File: config.mk
export PLATFORM = sky130hd
export DESIGN_NAME = lcd_refresh_ctrl
export DESIGN_NICKNAME = d
export VERILOG_FILES = /design/src/rtl/lcd_pkg.sv /design/src/rtl/lcd_nibble_writer.sv /design/src/rtl/lcd_refresh_ctrl.sv
export SDC_FILE = /design/constraint.sdc
export NUM_CORES = 1
export LEC_CHECK = 0
export ABC_AREA = 1
export CORE_MARGIN = 5
export CORE_UTILIZATION = 45
export CTS_CLUSTER_SIZE = 16
export DETAILED_ROUTE_END_ITERATION = 10
export SYNTH_ARGS = -nofsm -noshare
export SYNTH_HDL_FRONTEND = slang
export SYNTH_SLANG_ARGS = --single-unit
File: constraint.sdc
create_clock -name clk -period 1.7 [get_ports clk]
set_input_delay 0.255 -clock clk [delete_from_list [all_inputs] [get_ports clk]]
set_output_delay 0.255 -clock clk [all_outputs]
set_load 0.05 [all_outputs]
File: src/rtl/lcd_pkg.sv
// Shared definitions for the character-RAM-to-LCD refresh sequencer.
// Holds the HD44780 command bytes, both FSM state encodings, and small
// constant helpers used to size and load the delay counters.
package lcd_pkg;

    localparam logic [7:0] LCD_FUNC_SET = 8'h28;  // 4-bit bus, 2 lines, 5x8 font
    localparam logic [7:0] LCD_ENTRY    = 8'h06;  // increment, no display shift
    localparam logic [7:0] LCD_DISP_ON  = 8'h0C;  // display on, cursor off
    localparam logic [7:0] LCD_CLEAR    = 8'h01;
    localparam logic [7:0] LCD_LINE1    = 8'h80;  // DDRAM address 0x00
    localparam logic [7:0] LCD_LINE2    = 8'hC0;  // DDRAM address 0x40

    // Power-up nibbles: three "8-bit mode" wakeups, then switch to 4-bit.
    localparam logic [3:0] INIT_WAKE    = 4'h3;
    localparam logic [3:0] INIT_4BIT    = 4'h2;

    typedef enum logic [2:0] {
        ST_PWRUP,
        ST_INIT_NIB,
        ST_CONFIG,
        ST_CLEAR,
        ST_LINE_ADDR,
        ST_FETCH,
        ST_SEND,
        ST_NEXT
    } top_state_t;

    typedef enum logic [2:0] {
        WR_IDLE,
        WR_SETUP,
        WR_EHIGH,
        WR_GAP,
        WR_WAIT
    } wr_state_t;

    function automatic int imax(input int a, input int b);
        return (a > b) ? a : b;
    endfunction

    // Counters are loaded with (cycles - 1), so they only need to hold max-1.
    function automatic int cnt_width(input int max_val);
        return (max_val < 3) ? 1 : $clog2(max_val);
    endfunction

    // Load value for an N-cycle interval; a delay of 0 still lasts 1 cycle.
    function automatic int cycles_m1(input int t);
        return (t < 1) ? 0 : t - 1;
    endfunction

endpackage

File: src/rtl/lcd_nibble_writer.sv
// Drives one byte (or a lone high nibble) onto the 4-bit HD44780 bus.
// Sequence: present RS/D, wait T_SU, E high for T_EH, then either the
// T_NIB gap and the low nibble, or straight into the post-byte wait.
// RS/D are only changed when entering SETUP, so they are held through the
// whole E pulse and for at least one cycle after E falls.
// Ports:
//   clk, rst_n      clock and synchronous active-low reset
//   start           begin a transfer (ignored unless idle)
//   rs, char_byte   register select and byte to send
//   nibble_only     send only char_byte[7:4]
//   wait_m1         post-transfer wait length minus one
//   done            one-cycle pulse once the post-transfer wait has elapsed
//   lcd_e/rs/d      registered LCD pins
module lcd_nibble_writer
    import lcd_pkg::*;
#(
    parameter int T_SU  = 2,
    parameter int T_EH  = 12,
    parameter int T_NIB = 50,
    parameter int CW    = 20
) (
    input  logic          clk,
    input  logic          rst_n,
    input  logic          start,
    input  logic          rs,
    input  logic [7:0]    char_byte,
    input  logic          nibble_only,
    input  logic [CW-1:0] wait_m1,
    output logic          done,
    output logic          lcd_e,
    output logic          lcd_rs,
    output logic [3:0]    lcd_d
);

    localparam logic [CW-1:0] SU_M1  = CW'(cycles_m1(T_SU));
    localparam logic [CW-1:0] EH_M1  = CW'(cycles_m1(T_EH));
    localparam logic [CW-1:0] NIB_M1 = CW'(cycles_m1(T_NIB));
    localparam logic [CW-1:0] ONE    = CW'(1);

    wr_state_t     state_reg, state_next;
    logic [CW-1:0] cnt_reg, cnt_next;
    logic [CW-1:0] wait_reg, wait_next;
    logic [7:0]    byte_reg, byte_next;
    logic          nib_only_reg, nib_only_next;
    logic          low_reg, low_next;     // 1 while the low nibble is on the bus
    logic          e_reg, e_next;
    logic          rs_reg, rs_next;
    logic [3:0]    d_reg, d_next;
    logic          done_reg, done_next;
    logic          cnt_zero;

    assign cnt_zero = (cnt_reg == '0);

    always_ff @(posedge clk) begin
        if (!rst_n) begin
            state_reg    <= WR_IDLE;
            cnt_reg      <= '0;
            wait_reg     <= '0;
            byte_reg     <= 8'h00;
            nib_only_reg <= 1'b0;
            low_reg      <= 1'b0;
            e_reg        <= 1'b0;
            rs_reg       <= 1'b0;
            d_reg        <= 4'h0;
            done_reg     <= 1'b0;
        end else begin
            state_reg    <= state_next;
            cnt_reg      <= cnt_next;
            wait_reg     <= wait_next;
            byte_reg     <= byte_next;
            nib_only_reg <= nib_only_next;
            low_reg      <= low_next;
            e_reg        <= e_next;
            rs_reg       <= rs_next;
            d_reg        <= d_next;
            done_reg     <= done_next;
        end
    end

    // Next state and interval counter.
    always_comb begin
        state_next = state_reg;
        cnt_next   = cnt_zero ? cnt_reg : cnt_reg - ONE;
        unique case (state_reg)
            WR_IDLE: begin
                cnt_next = cnt_reg;
                if (start) begin
                    state_next = WR_SETUP;
                    cnt_next   = SU_M1;
                end
            end
            WR_SETUP: begin
                if (cnt_zero) begin
                    state_next = WR_EHIGH;
                    cnt_next   = EH_M1;
                end
            end
            WR_EHIGH: begin
                if (cnt_zero) begin
                    if (!low_reg && !nib_only_reg) begin
                        state_next = WR_GAP;
                        cnt_next   = NIB_M1;
                    end else begin
                        state_next = WR_WAIT;
                        cnt_next   = wait_reg;
                    end
                end
            end
            WR_GAP: begin
                if (cnt_zero) begin
                    state_next = WR_SETUP;
                    cnt_next   = SU_M1;
                end
            end
            WR_WAIT: begin
                if (cnt_zero) begin
                    state_next = WR_IDLE;
                end
            end
            default: state_next = WR_IDLE;
        endcase
    end

    // Registered outputs and transfer operands.
    always_comb begin
        e_next        = (state_next == WR_EHIGH);
        done_next     = (state_reg == WR_WAIT) && cnt_zero;
        rs_next       = rs_reg;
        d_next        = d_reg;
        low_next      = low_reg;
        byte_next     = byte_reg;
        nib_only_next = nib_only_reg;
        wait_next     = wait_reg;
        if (state_reg == WR_IDLE && start) begin
            rs_next       = rs;
            d_next        = char_byte[7:4];
            low_next      = 1'b0;
            byte_next     = char_byte;
            nib_only_next = nibble_only;
            wait_next     = wait_m1;
        end else if (state_reg == WR_GAP && cnt_zero) begin
            d_next   = byte_reg[3:0];
            low_next = 1'b1;
        end
    end

    assign done   = done_reg;
    assign lcd_e  = e_reg;
    assign lcd_rs = rs_reg;
    assign lcd_d  = d_reg;

endmodule

File: src/rtl/lcd_refresh_ctrl.sv
// Owns the character RAM read port and continuously mirrors the 32 bytes
// onto a 16x2 HD44780 LCD: bytes 0-15 on line 1, 16-31 on line 2. Runs the
// power-up/initialisation sequence once after reset, then refreshes forever.
// Ports:
//   clk, rst_n   clock and synchronous active-low reset
//   RADD, DOUT   RAM read address / combinational read data
//   LCD_E, LCD_RS, LCD_RW, LCD_D   LCD pins (RW tied to write)
//   INIT_DONE    high from end of the clear-display wait until reset
//   FRAME_DONE   one-cycle pulse after character 31 completes
module lcd_refresh_ctrl
    import lcd_pkg::*;
#(
    parameter int T_PWRUP = 750000,
    parameter int T_INIT1 = 205000,
    parameter int T_INIT2 = 5000,
    parameter int T_SU    = 2,
    parameter int T_EH    = 12,
    parameter int T_NIB   = 50,
    parameter int T_CMD   = 2000,
    parameter int T_CLR   = 82000
) (
    input  logic       clk,
    input  logic       rst_n,
    output logic [4:0] RADD,
    input  logic [7:0] DOUT,
    output logic       LCD_E,
    output logic       LCD_RS,
    output logic       LCD_RW,
    output logic [3:0] LCD_D,
    output logic       INIT_DONE,
    output logic       FRAME_DONE
);

    localparam int CW = cnt_width(imax(imax(imax(T_PWRUP, T_INIT1), imax(T_INIT2, T_SU)),
                                       imax(imax(T_EH, T_NIB), imax(T_CMD, T_CLR))));
    localparam logic [CW-1:0] PWRUP_M1 = CW'(cycles_m1(T_PWRUP));
    localparam logic [CW-1:0] INIT1_M1 = CW'(cycles_m1(T_INIT1));
    localparam logic [CW-1:0] INIT2_M1 = CW'(cycles_m1(T_INIT2));
    localparam logic [CW-1:0] CMD_M1   = CW'(cycles_m1(T_CMD));
    localparam logic [CW-1:0] CLR_M1   = CW'(cycles_m1(T_CLR));
    localparam logic [CW-1:0] ONE      = CW'(1);

    top_state_t    state_reg, state_next;
    logic [CW-1:0] cnt_reg;
    logic [1:0]    step_reg;         // position within INIT_NIB / CONFIG lists
    logic          issued_reg;       // a writer transfer is in flight
    logic [4:0]    idx_reg;
    logic [4:0]    idx_inc;
    logic [7:0]    char_reg;
    logic          init_done_reg;
    logic          frame_done_reg;

    logic          wr_start;
    logic          wr_rs;
    logic [7:0]    wr_byte;
    logic          wr_nib_only;
    logic [CW-1:0] wr_wait_m1;
    logic          wr_done;

    assign idx_inc = idx_reg + 5'd1;

    always_ff @(posedge clk) begin
        if (!rst_n) begin
            state_reg      <= ST_PWRUP;
            cnt_reg        <= PWRUP_M1;
            step_reg       <= 2'd0;
            issued_reg     <= 1'b0;
            idx_reg        <= 5'd0;
            char_reg       <= 8'h00;
            init_done_reg  <= 1'b0;
            frame_done_reg <= 1'b0;
        end else begin
            state_reg <= state_next;
            if (state_reg == ST_PWRUP && cnt_reg != '0) begin
                cnt_reg <= cnt_reg - ONE;
            end
            if (wr_start) begin
                issued_reg <= 1'b1;
            end else if (wr_done) begin
                issued_reg <= 1'b0;
            end
            if (wr_done) begin
                step_reg <= (state_next != state_reg) ? 2'd0 : step_reg + 2'd1;
            end
            // The only RAM sample of this character for the frame.
            if (state_reg == ST_FETCH) begin
                char_reg <= DOUT;
            end
            // RADD follows idx, so it only moves here and DOUT settles a
            // full cycle before the next FETCH.
            if (state_reg == ST_NEXT) begin
                idx_reg <= idx_inc;
            end
            frame_done_reg <= (state_reg == ST_NEXT) && (idx_reg == 5'd31);
            if (state_reg == ST_CLEAR && wr_done) begin
                init_done_reg <= 1'b1;
            end
        end
    end

    always_comb begin
        state_next = state_reg;
        unique case (state_reg)
            ST_PWRUP:     if (cnt_reg == '0) state_next = ST_INIT_NIB;
            ST_INIT_NIB:  if (wr_done && step_reg == 2'd3) state_next = ST_CONFIG;
            ST_CONFIG:    if (wr_done && step_reg == 2'd2) state_next = ST_CLEAR;
            ST_CLEAR:     if (wr_done) state_next = ST_LINE_ADDR;
            ST_LINE_ADDR: if (wr_done) state_next = ST_FETCH;
            ST_FETCH:     state_next = ST_SEND;
            ST_SEND:      if (wr_done) state_next = ST_NEXT;
            ST_NEXT:      state_next = (idx_inc[3:0] == 4'd0) ? ST_LINE_ADDR : ST_FETCH;
            default:      state_next = ST_PWRUP;
        endcase
    end

    // Writer command for the current state; one transfer per issue.
    always_comb begin
        wr_start    = 1'b0;
        wr_rs       = 1'b0;
        wr_byte     = 8'h00;
        wr_nib_only = 1'b0;
        wr_wait_m1  = CMD_M1;
        unique case (state_reg)
            ST_INIT_NIB: begin
                wr_start    = !issued_reg;
                wr_nib_only = 1'b1;
                wr_byte     = {(step_reg == 2'd3) ? INIT_4BIT : INIT_WAKE, 4'h0};
                case (step_reg)
                    2'd0:    wr_wait_m1 = INIT1_M1;
                    2'd1:    wr_wait_m1 = INIT2_M1;
                    default: wr_wait_m1 = CMD_M1;
                endcase
            end
            ST_CONFIG: begin
                wr_start = !issued_reg;
                case (step_reg)
                    2'd0:    wr_byte = LCD_FUNC_SET;
                    2'd1:    wr_byte = LCD_ENTRY;
                    default: wr_byte = LCD_DISP_ON;
                endcase
            end
            ST_CLEAR: begin
                wr_start   = !issued_reg;
                wr_byte    = LCD_CLEAR;
                wr_wait_m1 = CLR_M1;
            end
            ST_LINE_ADDR: begin
                wr_start = !issued_reg;
                wr_byte  = idx_reg[4] ? LCD_LINE2 : LCD_LINE1;
            end
            ST_SEND: begin
                wr_start = !issued_reg;
                wr_rs    = 1'b1;
                wr_byte  = char_reg;
            end
            default: ;
        endcase
    end

    lcd_nibble_writer #(
        .T_SU  (T_SU),
        .T_EH  (T_EH),
        .T_NIB (T_NIB),
        .CW    (CW)
    ) u_writer (
        .clk         (clk),
        .rst_n       (rst_n),
        .start       (wr_start),
        .rs          (wr_rs),
        .char_byte   (wr_byte),
        .nibble_only (wr_nib_only),
        .wait_m1     (wr_wait_m1),
        .done        (wr_done),
        .lcd_e       (LCD_E),
        .lcd_rs      (LCD_RS),
        .lcd_d       (LCD_D)
    );

    assign RADD       = idx_reg;
    assign LCD_RW     = 1'b0;
    assign INIT_DONE  = init_done_reg;
    assign FRAME_DONE = frame_done_reg;

endmodule

; Word-level counts from Yosys, hierarchy flattened
; Cells that the tools add are included.
[classes]
n_addsub = 4
eq_ne = 18
n_mux = 36
n_bitwise = 1
n_reduce_logical = 23
[ops]
columns = cell, n
row1 = $mux 20, 6
row2 = $pmux 20 s4, 1
row3 = $pmux 18 s2, 2
row4 = $logic_not 20->1, 2
row5 = $pmux 8 s5, 1
row6 = $sub 20x1->20 const B, 2
row7 = $mux 3, 12
row8 = $pmux 3 s8, 1
row9 = $reduce_bool 20->1, 1
row10 = $eq 3x2->1 const B, 5
row11 = $eq 3x3->1 const B, 5
row12 = $pmux 3 s5, 1
row13 = $pmux 6 s2, 1
row14 = $logic_and 1x1->1, 9
row15 = $mux 4, 2
row16 = $mux 1, 7
row17 = $mux 7, 1
row18 = $eq 3x1->1 const B, 2
row19 = $logic_not 3->1, 2
row20 = $add 5x1->5 const B, 1
row21 = $eq 5x5->1 const B, 1
row22 = $reduce_or 5->1, 1
row23 = $eq 2x2->1 const B, 2
row24 = $logic_not 4->1, 1
row25 = other kinds (10), 13
[word_totals]
ff_bits = 97
output_inout_bits = 14

; Depth between registers and ports, before layout
[depth]
ltp_word = 6
depth_mapped = 13
depth_no_buf = 13

; Modules after synthesis
; From an unflattened synthesis, not the netlist that was laid out.
[unflattened]
hier_cells = 797
hier_area_um2 = 5421.4
[modules_own_cells]
columns = module, n_inst, cells_each, area_each_um2, seq_area_each_um2
row1 = lcd_nibble_writer, 1, 455, 3057.9, 1121.1
row2 = lcd_refresh_ctrl, 1, 342, 2363.5, 820.8

; Worst setup path before layout
; Ideal clock, no wire load.
[synth_timing]
kind = reg2reg
start = register u_writer.cnt_reg[0]
end = register u_writer.cnt_reg[0]
setup_time_ps = 117
arrival_time_ps = 1649
t_required_ps = 1583
setup_slack_ps = -66
stages_incl_launch_ff = 11
path_buffers = 1
period_less_slack_ps = 1766
cell_sequence = dfxtp_1 -> inv_1 -> ha_1 -> nand3_1 -> nor2_1 -> nand3_1 -> buf_2 -> ha_1 -> or2_2 -> nand2_1 -> nor2_1
[synth_between]
elab_chain_len = 4
word_cells_on_any_way = 7
[synth_rtl]
columns = element, line
row1 = "start, declared", lcd_nibble_writer.sv:41  ; logic [CW-1:0] cnt_reg, cnt_next;
row2 = "start signal, assigned", lcd_nibble_writer.sv:68  ; cnt_reg <= cnt_next;
row3 = $sub 20x1->20 or $logic_not 20->1 (tied branches), "lcd_nibble_writer.sv:83, lcd_nibble_writer.sv:52"
row4 = $mux 20, lcd_nibble_writer.sv:83  ; cnt_next = cnt_zero ? cnt_reg : cnt_reg - ONE;
row5 = $mux 20 (on tied branches), "lcd_nibble_writer.sv:110, lcd_nibble_writer.sv:93, lcd_nibble_writer.sv:99"
row6 = $pmux 20 s4 (*), lcd_nibble_writer.sv:84  ; unique case (state_reg)
; Every way passes the cells marked *; elsewhere a longest branch is shown, timed or not.
; A chain may end at the register's enable or synchronous reset.

; Final worst setup path
[layout_timing]
start = register u_writer.cnt_reg[0]
end = register u_writer.cnt_reg[8]
; The elaborated chain is that of the path after synthesis.

==> impl_metrics.yaml <==
layout:
  syn_to_final_growth_pct: 23.06
  fin_util: 0.5643
  layout_commonest_cell: "nand2_1"
  fin_area_um2: 6117
  drive_gt1_frac: 0.2180
  final_cell_mix: "nand2_1, nor2_1, dfxtp_1"
  diodes: 0
  nFillCells: 1070
  layout.nets: 862
power_and_ir_drop:
  ir_worst_vdd_mv: 0.6977
  comb_power_share: 0.029
  powerDensity_nw_per_um2: 597.0
  cellInternalPower_w: 0.002832
  clkPwrFrac: 0.411
  p_leak_nw: 2.818
  sequentialPowerShare: 0.560
  switching_share: 0.2246
  p_switching_w: 0.0008203
  power_w: 0.003652
clocking:
  clockBufferDepth: 2
  path_clk_slew_ns: 0.09
  cts_num_sinks: 87
  hold_buffers: 0
  cts_root_buffer: "clkbuf_8"
  clk_latency_ns: 0.37
  cts_made_buffers: 9
  cts_tree: "built"
  h-tree-depth: 3
synth:
  synth_nets: 788
  ys_seq_elements: 87
  dominantRegCellSynth: "dfxtp_1"
  postSynthAreaPerCell_um2: 6.490
  synth_area_um2: 4971
  synth_top_area_frac: 0.3504
  yosys_warnings: 0
  synthCells: 766
  async_reset_ff_frac: 0
  synth.distinct_cells: 47
  yosysTopAreaCell: "dfxtp_1"
  ys_top_cells_by_area: "dfxtp_1, nand2_1, nor2_1"
  synth_edf_count: 0
  ys_seq_area_frac: 0.3504
timing:
  finalMaxSlewViolations: 0
  setup-violations-final: 0
  fmax_mhz: 600.3
  rsz0062_at_grt: "true"
  finClkSkew_ns: 0.01151
  fin_crit_sh: 0.9799
  hold_viol: 0
  layout_min_cycle_time_ns: 1.666
  fin_setup_tns_ns: 0
place:
  dpl-instance-area_um2: 5653
  hpwl_mm: 10.80
  io_buffer_count: 22
  gp_congestion: 0.9497
worst_setup_path:
  cp_top_family: "simple AND/OR/NAND/NOR gates"
  cp_cell_sequence: "inv_4 -> ha_4 -> nand3_2 -> nor2_4 -> nand4_1 -> buf_4 -> nand2_1 -> nand2_1 -> nand2_1 -> nand2_1 -> a21oi_1"
  cp-end-kind: "flip-flop"
  crit_top_cell: "nand2_1"
  worstPathMaxFanout: 4
  required_ns: 2.01
  slowest_delay_ns: 0.37
  crit_type: "reg -> reg"
  crit_buf_inv: 2
  slowest_stage: "dfxtp_4"
  cp.arrival_ns: 1.97
  start_kind: "flip-flop"
global_route:
  grt_pass1_wl_mm: 23.90
  antenna_found_initial: 0
  grt_max_degree: 39
  gr-total-overflow: 0
  grt_usage: 0.2254
  grt_pass1_vias: 5015
detailed_routing:
  wl_per_cell_um: 14.61
  viasPerCell: 5.251
  drtIter0Drc: 337
  detail-route-antenna-nets: 0
  detail_route.first_pass.iterations: 6
  drc_errors: 0
  wirelength_mm: 14.37
  via_count: 5167
floorplan:
  dieArea_um2: 13250
  initial_core_util: 0.4586
  core-area_um2: 10840
  die_h_um: 115.1
  fp.dieW_um: 115.1
  num_rows: 38
  pin_count: 24
outcome:
  status: "complete, no violations"
hold_path:
  hold_class: "in -> reg"
flow_run:
  maxCapViolCount: 0
[worst paths after layout]
check,slack [ns],from,endpoint,depth (start not counted)
worst max-delay path,0.03,u_writer.cnt_reg[0],u_writer.cnt_reg[8],11
worst max register to register,0.03,u_writer.cnt_reg[0],u_writer.cnt_reg[8],11
worst min register to register,0.46,char_reg[6],char_reg[6],2
worst min-delay path,0.27,rst_n,u_writer.wait_reg[2],3
[kinds of logic after synthesis]
| kind of cell | share of synthesized area |
|---|---|
| AOI/OAI and AO/OA | 0.1296 |
| xor gates and xnor gates | 0.01586 |
| adders and majority gates | 0.03020 |
| buffers and inverters | 0.09816 |
| DFF | 0.3504 |
| other | 0.0007544 |
| and+or+nand+nor | 0.3750 |
[timing repair]
item,in CTS,in global routing
setup buffers,0,5
gates resized for setup,0,67
setup endpoints to repair,0,50
[power by group through the flow]
stage          combinational, W  sequential, W  clock [W]
2_1_floorplan         0.0000554        0.00209          0
3_3_place_gp           0.000101        0.00209          0
3_5_place_dp           0.000102        0.00210          0
4_1_cts                0.000103        0.00205    0.00154
5_1_grt                0.000116        0.00205    0.00163
6_report               0.000105        0.00205    0.00150
[metrics by stage]
step                      worst slack, ns  cells  hold slack, ns
after floorplan                   0.04158    766          0.4217
after global placement            0.01026    963          0.4421
after detailed placement        -0.001053    963          0.4494
after CTS                        0.001223    978          0.2622
after global routing             -0.02683    984          0.2676
final                             0.03422    984          0.2704
[worst register-to-register path, stage by stage (launching register included)]
cell,delay (ns)
dfxtp_4,0.37
inv_4,0.08
ha_4,0.15
nand3_2,0.09
nor2_4,0.11
nand4_1,0.24
buf_4,0.22
nand2_1,0.04
nand2_1,0.04
nand2_1,0.07
nand2_1,0.07
a21oi_1,0.13
[synth_stat cells, types with 9 or more instances]
cell / instances
nand4_1: 18
xor2_1: 9
o21ai_0: 41
a21oi_1: 45
ha_1: 12
inv_2: 17
o21ai_1: 13
nand3_1: 56
nor2_1: 106
nor3_1: 14
dfxtp_1: 87
nor2_2: 9
inv_1: 80
nand2_1: 186
[per-layer routing]
metal  up-vias  track usage  routed length [µm]
met2       158       0.3704                6779
met1      2346       0.2824                6391
met3        47      0.03474                 608
met4         0       0.1244                 593
met5         -            0                   0
li1       2616            -                   -
[final cells by class]
| type | instances | area (µm²) | share of cell area |
|---|---|---|---|
| Tap cell | 140 | 175.2 | 0.02864 |
| Clock inverter | 3 | 42.54 | 0.006954 |
| Multi-Input combinational cell | 558 | 2925 | 0.4782 |
| Inverter | 100 | 382.9 | 0.06259 |
| Sequential cell | 87 | 1752 | 0.2864 |
| Clock buffer | 12 | 155.1 | 0.02536 |
| Timing Repair Buffer | 84 | 684.4 | 0.1119 |
(Power assumes the default switching activity.)
